**config.mk**
```make
export PLATFORM = sky130hd
export DESIGN_NAME = aes_round_control_flat
export DESIGN_NICKNAME = d
export VERILOG_FILES = /design/src/rtl/aes_round_control_if.sv /design/src/rtl/aes_round_control.sv /design/src/flat_wrapper.sv
export SDC_FILE = /design/constraint.sdc
export NUM_CORES = 1
export LEC_CHECK = 0
export ABC_AREA = 1
export ABC_CLOCK_PERIOD_IN_PS = 1500
export BUFFER_PORTS_ARGS = -buffer_cell sky130_fd_sc_hd__buf_2
export CORE_UTILIZATION = 53
export DETAILED_ROUTE_END_ITERATION = 8
export PLACE_DENSITY = 0.87
export RECOVER_POWER = 50
export SYNTH_ARGS = -nofsm -noshare
export SYNTH_HDL_FRONTEND = slang
export SYNTH_SLANG_ARGS = --single-unit
```
**constraint.sdc**
```tcl
create_clock -name clk -period 1.5 [get_ports clk]
set_input_delay 0.075 -clock clk [delete_from_list [all_inputs] [get_ports clk]]
set_output_delay 0.075 -clock clk [all_outputs]
set_load 0.005 [all_outputs]
```
**src/rtl/aes_round_control_if.sv**
```systemverilog
// aes_round_control_if
//
// Purpose: bundles the start/abort controls and the round-sequencing status of
// aes_round_control into one interface.
//
// Parameters:
//   COLL_W : width of coll_cnt; must match the COLL_W of the attached controller.
//
// Signals (directions seen from the controller, i.e. the slave modport):
//   in_en                     in   start pulse, block loaded into datapath same cycle
//   key_len[1:0]              in   00 AES-128, 01 AES-192, 10 AES-256, 11 illegal
//   abort                     in   synchronous cancel
//   key_ready                 out  round-key request strobe
//   en_mixcol                 out  high during the final round (MixColumns bypass)
//   round_idx[3:0]            out  current round 1..Nr, 0 when not busy
//   idle                      out  busy flag (historical name), high accept..out_en
//   out_en                    out  one-cycle result valid
//   in_en_collision_irq_pulse out  one-cycle pulse per start rejected while busy
//   cfg_err_pulse             out  one-cycle pulse per start with key_len = 11
//   coll_cnt[COLL_W-1:0]      out  saturating collision count
interface aes_round_control_if #(
    parameter int unsigned COLL_W = 8
);
    logic              in_en;
    logic [1:0]        key_len;
    logic              abort;
    logic              key_ready;
    logic              en_mixcol;
    logic [3:0]        round_idx;
    logic              idle;
    logic              out_en;
    logic              in_en_collision_irq_pulse;
    logic              cfg_err_pulse;
    logic [COLL_W-1:0] coll_cnt;

    // Requester side: issues starts/aborts, observes sequencing status.
    modport master (
        output in_en,
        output key_len,
        output abort,
        input  key_ready,
        input  en_mixcol,
        input  round_idx,
        input  idle,
        input  out_en,
        input  in_en_collision_irq_pulse,
        input  cfg_err_pulse,
        input  coll_cnt
    );

    // Controller side.
    modport slave (
        input  in_en,
        input  key_len,
        input  abort,
        output key_ready,
        output en_mixcol,
        output round_idx,
        output idle,
        output out_en,
        output in_en_collision_irq_pulse,
        output cfg_err_pulse,
        output coll_cnt
    );
endinterface

```
**src/rtl/aes_round_control.sv**
```systemverilog
// aes_round_control
//
// Purpose: round sequencer for the AES datapath. Accepts a block start, picks
// Nr = 10/12/14 from the key length, spends CYCLES_PER_ROUND clocks per round,
// strobes round-key requests, flags the final round (no MixColumns) and emits a
// one-cycle out_en. Starts while busy are rejected and counted; a synchronous
// abort returns to idle without producing a result.
//
// Parameters:
//   CYCLES_PER_ROUND : clocks per round, 1..15
//   PH_W             : phase counter width, 2**PH_W >= CYCLES_PER_ROUND, >= 1
//   COLL_W           : width of the saturating collision counter
//
// Ports:
//   clk    : rising-edge clock
//   kill_n : asynchronous active-low reset
//   bus    : aes_round_control_if.slave (controls in, status out)
module aes_round_control #(
    parameter int unsigned CYCLES_PER_ROUND = 3,
    parameter int unsigned PH_W             = 2,
    parameter int unsigned COLL_W           = 8
) (
    input logic                clk,
    input logic                kill_n,
    aes_round_control_if.slave bus
);

    localparam logic [PH_W-1:0]   PhLast  = PH_W'(CYCLES_PER_ROUND - 1);
    localparam logic [COLL_W-1:0] CollMax = '1;

    typedef enum logic [0:0] {
        StIdle,
        StBusy
    } state_e;

    state_e            state_q;
    logic [3:0]        nr_q;
    logic [3:0]        round_q;
    logic [PH_W-1:0]   phase_q;
    logic              out_en_q;
    logic              coll_pulse_q;
    logic              cfg_err_q;
    logic [COLL_W-1:0] coll_cnt_q;

    logic busy;
    logic key_legal;
    logic accept;
    logic collision;
    logic cfg_err;
    logic round_end;
    logic last_round;

    function automatic logic [3:0] rounds_for(input logic [1:0] key_len);
        case (key_len)
            2'b00:   rounds_for = 4'd10;
            2'b01:   rounds_for = 4'd12;
            default: rounds_for = 4'd14;  // 11 is never accepted
        endcase
    endfunction

    // Abort outranks every start: a start in an abort cycle is neither accepted,
    // counted as a collision, nor flagged as a configuration error.
    always_comb begin
        busy       = (state_q == StBusy);
        key_legal  = (bus.key_len != 2'b11);
        accept     = bus.in_en & ~busy & ~bus.abort & key_legal;
        collision  = bus.in_en & busy & ~bus.abort;
        cfg_err    = bus.in_en & ~busy & ~bus.abort & ~key_legal;
        round_end  = busy & (phase_q == PhLast);
        last_round = (round_q == nr_q);
    end

    always_ff @(posedge clk or negedge kill_n) begin
        if (!kill_n) begin
            state_q      <= StIdle;
            nr_q         <= 4'd0;
            round_q      <= 4'd0;
            phase_q      <= '0;
            out_en_q     <= 1'b0;
            coll_pulse_q <= 1'b0;
            cfg_err_q    <= 1'b0;
            coll_cnt_q   <= '0;
        end else begin
            out_en_q     <= 1'b0;
            coll_pulse_q <= collision;
            cfg_err_q    <= cfg_err;
            if (collision && (coll_cnt_q != CollMax)) begin
                coll_cnt_q <= coll_cnt_q + COLL_W'(1);
            end

            case (state_q)
                StIdle: begin
                    if (accept) begin
                        state_q <= StBusy;
                        nr_q    <= rounds_for(bus.key_len);
                        round_q <= 4'd1;
                        phase_q <= '0;
                    end
                end
                StBusy: begin
                    if (bus.abort) begin
                        state_q <= StIdle;
                        round_q <= 4'd0;
                        phase_q <= '0;
                    end else if (round_end && last_round) begin
                        state_q  <= StIdle;
                        round_q  <= 4'd0;
                        phase_q  <= '0;
                        out_en_q <= 1'b1;
                    end else if (round_end) begin
                        round_q <= round_q + 4'd1;
                        phase_q <= '0;
                    end else begin
                        phase_q <= phase_q + PH_W'(1);
                    end
                end
                default: state_q <= StIdle;
            endcase
        end
    end

    // key_ready: key 0 on the accept cycle, key r on the first cycle of round r.
    assign bus.key_ready                 = accept | (busy & (phase_q == '0));
    assign bus.en_mixcol                 = busy & last_round;
    assign bus.round_idx                 = round_q;
    assign bus.idle                      = busy;
    assign bus.out_en                    = out_en_q;
    assign bus.in_en_collision_irq_pulse = coll_pulse_q;
    assign bus.cfg_err_pulse             = cfg_err_q;
    assign bus.coll_cnt                  = coll_cnt_q;

    a_out_en_single : assert property (@(posedge clk) disable iff (!kill_n)
        bus.out_en |=> !bus.out_en);

    a_no_key_on_cfg_err : assert property (@(posedge clk) disable iff (!kill_n)
        cfg_err |-> !bus.key_ready);

    a_round_in_range : assert property (@(posedge clk) disable iff (!kill_n)
        busy |-> (round_q >= 4'd1) && (round_q <= nr_q));

endmodule
```
**src/flat_wrapper.sv**
```systemverilog
// flat-port wrapper written by rule: the top's interface ports become plain ports
module aes_round_control_flat 
#(
    parameter int unsigned CYCLES_PER_ROUND = 3,
    parameter int unsigned PH_W             = 2,
    parameter int unsigned COLL_W           = 8
)
  (clk, kill_n, bus_in_en, bus_key_len, bus_abort, bus_key_ready, bus_en_mixcol, bus_round_idx, bus_idle, bus_out_en, bus_in_en_collision_irq_pulse, bus_cfg_err_pulse, bus_coll_cnt);
  aes_round_control_if #(.COLL_W(COLL_W)) bus_i ();
  input logic clk;
  input logic kill_n;
  input wire logic [$bits(bus_i.in_en)-1:0] bus_in_en;
  input wire logic [$bits(bus_i.key_len)-1:0] bus_key_len;
  input wire logic [$bits(bus_i.abort)-1:0] bus_abort;
  output wire logic [$bits(bus_i.key_ready)-1:0] bus_key_ready;
  output wire logic [$bits(bus_i.en_mixcol)-1:0] bus_en_mixcol;
  output wire logic [$bits(bus_i.round_idx)-1:0] bus_round_idx;
  output wire logic [$bits(bus_i.idle)-1:0] bus_idle;
  output wire logic [$bits(bus_i.out_en)-1:0] bus_out_en;
  output wire logic [$bits(bus_i.in_en_collision_irq_pulse)-1:0] bus_in_en_collision_irq_pulse;
  output wire logic [$bits(bus_i.cfg_err_pulse)-1:0] bus_cfg_err_pulse;
  output wire logic [$bits(bus_i.coll_cnt)-1:0] bus_coll_cnt;
  assign bus_i.in_en = bus_in_en;
  assign bus_i.key_len = bus_key_len;
  assign bus_i.abort = bus_abort;
  assign bus_key_ready = bus_i.key_ready;
  assign bus_en_mixcol = bus_i.en_mixcol;
  assign bus_round_idx = bus_i.round_idx;
  assign bus_idle = bus_i.idle;
  assign bus_out_en = bus_i.out_en;
  assign bus_in_en_collision_irq_pulse = bus_i.in_en_collision_irq_pulse;
  assign bus_cfg_err_pulse = bus_i.cfg_err_pulse;
  assign bus_coll_cnt = bus_i.coll_cnt;
  aes_round_control #(.CYCLES_PER_ROUND(CYCLES_PER_ROUND), .PH_W(PH_W), .COLL_W(COLL_W)) u_core (.clk(clk), .kill_n(kill_n), .bus(bus_i));
endmodule
```
Word-level counts from Yosys, hierarchy flattened

Cells that the tools add are included.

Bits in registers: 22
Output and inout bits: 18

$add $sub $neg: 3
Equality and inequality tests: 7
Mux-type cells: 18
Bitwise operators: 13
Reductions and logical operators: 6

Operator list:

| cell                                                             | count |
|---|---|
| 4-bit 2-to-1 mux                                                 | 4 |
| 1-bit AND                                                        | 9 |
| 8-bit by 1-bit adder with 8-bit output (second input constant)   | 1 |
| 2-bit 2-to-1 mux                                                 | 4 |
| 8-bit != test (second input constant)                            | 1 |
| 4-bit one-hot mux with 2 select lines                            | 1 |
| 1-bit 2-to-1 mux                                                 | 6 |
| 3-bit one-hot mux with 2 select lines                            | 1 |
| 4-bit by 1-bit adder with 4-bit output (second input constant)   | 1 |
| 4-bit == test                                                    | 1 |
| 2-bit logical NOT                                                | 2 |
| 4-bit != test (second input constant)                            | 1 |
| 2-bit one-hot mux with 2 select lines                            | 1 |
| 2-bit AND reduction                                              | 2 |
| 1-bit inverter                                                   | 3 |
| 2-bit by 1-bit adder with 2-bit output (second input constant)   | 1 |
| 2-bit by 1-bit == test with 1-bit output (second input constant) | 1 |
| 2-bit == test (second input constant)                            | 1 |
| 1-bit logical AND                                                | 2 |
| 2-bit by 1-bit != test with 1-bit output (second input constant) | 1 |
| 2-bit != test (second input constant)                            | 1 |
| 1-bit one-hot mux with 2 select lines                            | 1 |
| 1-bit OR                                                         | 1 |

Depth between registers and ports, before layout

Depth after elaboration: 6
Gate-level depth with buffers: 9

Worst setup path after synthesis

Ideal clock, no wire load.

Path kind: reg-to-reg
Start point: register u_core.coll_cnt_q[1] (netlist: u_core.bus.coll_cnt[1])
End point: register u_core.coll_cnt_q[3] (netlist: u_core.bus.coll_cnt[3])
Setup time: 0.117 ns
Arrival: 1.137 ns
Slack: 0.247 ns
Cell stages (with the launch flop): 9
Path buffers: 0
Clock period less this slack: 1.253 ns
Cell sequence: dfrtp_1 ha_1 inv_1 nor2_2 nand4_2 nand2_4 inv_4 nand3b_1 nand2_1

Word-level cells in the longest chain between the ends: 2
Elaborated cells between the ends (all ways): 3
Those cells by class: add/sub (1); eq/ne (1); reduce/logical (1)

RTL lines:

| item                                                                           | RTL line                | source |
|---|---|---|
| start: declaration                                                             | aes_round_control.sv:43 | `logic [COLL_W-1:0] coll_cnt_q;` |
| start signal: assignment                                                       | aes_round_control.sv:88 | `coll_cnt_q <= coll_cnt_q + COLL_W'(1);` |
| branches (longest 2 deep; another with 8-bit by 1-bit adder with 8-bit output) | --                      |  |

Parallel ways; which one is timed is not known.
A chain may end at the register's enable or synchronous reset.

Worst setup path in the final report

Start point: register u_core.round_q[2] (netlist: u_core.bus.round_idx[2])
End point: output port bus_en_mixcol

Word-level cells in the longest chain between the ends: 2

RTL lines:

| item                     | RTL line                 | source |
|---|---|---|
| start: declaration       | aes_round_control.sv:38  | `logic [3:0] round_q;` |
| start signal: assignment | aes_round_control.sv:111 | `round_q <= round_q + 4'd1;` |
| 4-bit == test            | aes_round_control.sv:70  | `last_round = (round_q == nr_q);` |
| 1-bit AND                | aes_round_control.sv:124 | `assign bus.en_mixcol = busy & last_round;` |
| end: declaration         | flat_wrapper.sv:16       | `output wire logic [$bits(bus_i.en_mixcol)-1:0] bus_en_mixcol;` |

Every way passes these cells.

==> impl_metrics.py <==
metrics = {
    "yosys": {
        "synth_nets": 153,
        "synth_cell_types": 24,
        "synth_seq_area_share_pct": 46.00,
        "synth-seq-cells": 21,
        "synth_top_area_share_pct": 46.00,
        "yosysTopAreaCell": "dfrtp_1",
        "syn_area_mm2": 0.001142,
        "synthAdderAreaFrac_pct": 2.191,
        "synth_compound_area_share_pct": 6.791,
        "synth-simple-area-share_pct": 34.50,
        "netlist_instances": 145,
        "yosys-mux-area-fraction_pct": 0,
        "yosysWarnings": 0,
        "synth_area_per_cell_um2": 7.878,
        "synth-xor-area-share_pct": 3.067,
        "netlist_top_cells_area": "dfrtp_1, nand2_1, inv_1",
        "synth_top_family_by_area": "simple AND/OR/NAND/NOR gates",
    },
    "final_layout": {
        "drive_gt1_share_pct": 28.81,
        "area_growth_pct": 21.47,
        "finalInstanceArea_mm2": 0.001388,
        "diodes": 0,
        "n_fill_cell": 149,
        "final_nets": 186,
    },
    "routing": {
        "ant_nets": 0,
        "remaining_drc_errors": 0,
        "firstDrtPassIters": 4,
        "drt_iter0_drc": 39,
        "via_per_inst": 5.216,
        "vias": 1064,
        "avgRoutedWirePerCell_um": 12.13,
        "routed_wl_mm": 2.475,
    },
    "timing": {
        "finalSetupViolCount": 0,
        "maxSlewHeadroom_pct": 69.54,
        "tns_ns": 0,
        "min_period_over_period_pct": 94.75,
        "hold_ws_ns": 0.07452,
        "fmax_mhz": 703.6,
        "tightest_slew_ns": 0.4569,
        "slew_viol_final": 0,
        "rsz0062_at_grt": "false",
        "hold_viol": 0,
        "period_minus_slack_ns": 1.421,
        "skew_ns": 0.005731,
    },
    "cts": {
        "clkSinkCount": 21,
        "cts_buffers": 3,
        "cts_htree_levels": 1,
        "clk_pin_slew_ns": 0.11,
        "clock_latency_ns": 0.31,
        "cts_tree": "done",
        "cts_root_buffer": "clkbuf_4",
        "cts_max_path_buffers": 2,
    },
    "global_route": {
        "gr-total-overflow": 0,
        "grt_pass1_wl_mm": 3.939,
        "grt_max_degree": 22,
        "antenna_found_initial": 0,
        "grtUsageTotal_pct": 21.89,
        "grt_pass1_vias": 949,
    },
    "floorplan": {
        "die_h_um": 48.43,
        "core_mm2": 0.002002,
        "die-area_mm2": 0.002345,
        "num_rows": 16,
        "pin_count": 24,
        "die_width_um": 48.43,
        "initial_core_util_pct": 57.06,
    },
    "setup_path": {
        "worstPathRequired_ns": 1.42,
        "endpoint_kind": "output pin",
        "critPathMaxFanout": 4,
        "worstPathArrival_ns": 1.35,
        "worstSetupPathType": "flop to output pin",
        "rr_worst_depth": 8,
        "startpoint_type": "flop",
    },
    "place": {
        "place_hpwl_mm": 1.831,
        "io_buffers": 23,
        "dpl_cell_area_mm2": 0.001291,
        "gp_congestion": 0.8483,
    },
    "worst_hold_path": {
        "hp-class": "primary input to flop",
        "hold_path_depth": 3,
    },
    "power_and_ir_drop": {
        "powerDensity_mw_per_mm2": 1081,
        "pwr-share-comb_pct": 30.3,
        "power_frac_seq_pct": 51.5,
        "ir_worst_vdd_uv": 906.8,
        "p_sw_w": 0.0005427,
        "power_leakage_nw": 0.7684,
        "p_int_w": 0.0009566,
        "clkPwrFrac_pct": 18.2,
        "p_sw_share_pct": 36.20,
    },
    "flow_run": {
        "cap_viol_max_count": 0,
    },
    "status": {
        "run_status": "complete, no violations",
    },
}
==> routing by layer <==
metal / GRT usage (%) / up-vias / wire (µm)
li1: - / 519 / -
met1: 25.16 / 506 / 1072
met2: 40.85 / 32 / 1294
met3: 2.830 / 7 / 69
met4: 8.824 / 0 / 38
met5: 0 / - / 0
==> stage by stage <==
stage / instances / util (%) / setup slack (ns) / total power [W]
floorplan: 145 / - / 0.2466 / 0.001033
global placement: 195 / 64.50 / 0.1853 / 0.001184
detailed placement: 195 / 64.50 / 0.1436 / 0.001204
CTS: 202 / 67.69 / 0.006431 / 0.001482
global route: 204 / 69.31 / 0.01357 / 0.001601
finish: 204 / 69.31 / 0.07877 / 0.001499
==> path summary, 6_finish.rpt <==
kind	slack [ns]	endpoint	startpoint
setup / recovery	0.08	bus_en_mixcol	u_core.bus.round_idx[2]$_DFFE_PN0P_
hold / removal	0.07	u_core.bus.cfg_err_pulse$_DFF_PN0_	bus_key_len[1]
setup reg to reg	0.14	u_core.bus.coll_cnt[3]$_DFFE_PN0P_	u_core.bus.coll_cnt[1]$_DFFE_PN0P_
hold reg to reg	0.50	u_core.nr_q[3]$_DFFE_PN0P_	u_core.nr_q[3]$_DFFE_PN0P_
max in group asynchronous	0.93	u_core.bus.round_idx[1]$_DFFE_PN0P_	kill_n
min in group asynchronous	0.24	u_core.bus.in_en_collision_irq_pulse$_DFF_PN0_	kill_n
==> area by class of cell <==
cell class / count / area, µm² / share of cell area (%)
sequential: 21 / 528.0 / 38.05
inverter: 22 / 87.58 / 6.312
multi-input combinational: 102 / 549.3 / 39.59
tap: 27 / 33.78 / 2.435
timing repair buffer: 28 / 161.4 / 11.63
clock inverter: 1 / 5.005 / 0.3607
clock buffer: 3 / 22.52 / 1.623
==> worst max-delay path, cell delays in order (launching register included) <==
cell and delay (ns):
dfrtp_1 0.42, inv_2 0.06, nand2_1 0.05, nand2_1 0.06, nor2_2 0.14, nand2_1 0.07, nor2_1 0.11, buf_2 0.13
==> what timing repair did <==
item	in CTS	in global routing
setup buffers	0	2
endpoints found under the setup margin	1	2
pin swaps	0	2
hold endpoints to repair	23	0
hold buffers	3	0
resized for setup	3	8
==> registers in the layout (all words and copies together), names as in the netlist <==
signal / flops
u_core.bus.coll_cnt: 8
u_core.bus.round_idx: 4
u_core.nr_q: 3
u_core.phase_q: 2
u_core.bus.cfg_err_pulse: 1
u_core.bus.idle: 1
u_core.bus.in_en_collision_irq_pulse: 1
u_core.bus.out_en: 1
==> cells in the mapped netlist <==
master / number
nand2_2: 2
nand4_2: 1
nor2_1: 13
a21oi_2: 1
o21ai_4: 1
nor2_2: 1
a21oi_1: 2
nand4_1: 4
nor3_1: 2
nor2_4: 2
nand3_1: 5
inv_2: 6
nand2_1: 49
ha_1: 2
dfrtp_1: 21
inv_4: 1
o21ai_0: 5
nand3b_1: 2
o21ai_1: 1
inv_1: 15
o22ai_1: 2
xor2_1: 4
nand3_2: 1
nand2_4: 2
==> cell families after synthesis <==
family,Yosys count
DFF,21
and+or+nand+nor,84
AOI/OAI and AO/OA,12
buffers and inverters,22
adders and majority gates,2
xor gates and xnor gates,4
==> power groups by stage <==
stage / registers [W] / logic (W) / clock network [W]
6_report: 0.000772 / 0.000454 / 0.000273
5_1_grt: 0.000786 / 0.000510 / 0.000306
4_1_cts: 0.000773 / 0.000433 / 0.000276
3_5_place_dp: 0.000781 / 0.000423 / 0
3_3_place_gp: 0.000775 / 0.000409 / 0
2_1_floorplan: 0.000771 / 0.000261 / 0
==> placed cells by master, fill, tap and decap left out <==
cell | Yosys | final
nor2_2 | 1 | 2
nor2_1 | 13 | 11
dfrtp_1 | 21 | 19
o22ai_1 | 2 | 2
o21ai_1 | 1 | 1
buf_2 | 0 | 21
nand2_1 | 49 | 48
dlygate4sd3_1 | 0 | 3
ha_1 | 2 | 2
o21ai_4 | 1 | 1
nand2_2 | 2 | 2
buf_4 | 0 | 3
nand4_1 | 4 | 4
a21oi_1 | 2 | 2
xor2_1 | 4 | 4
inv_1 | 15 | 15
clkinv_2 | 0 | 1
inv_4 | 1 | 2
nand3b_1 | 2 | 2
nand3_2 | 1 | 1
nand3_1 | 5 | 5
nand2_4 | 2 | 3
clkbuf_4 | 0 | 3
nor3_1 | 2 | 2
clkbuf_1 | 0 | 1
o21ai_0 | 5 | 5
nor2_4 | 2 | 3
inv_2 | 6 | 5
a21oi_2 | 1 | 1
nand4_2 | 1 | 1
dfrtp_2 | 0 | 2
Note: power is estimated with default switching activity, not from simulation.
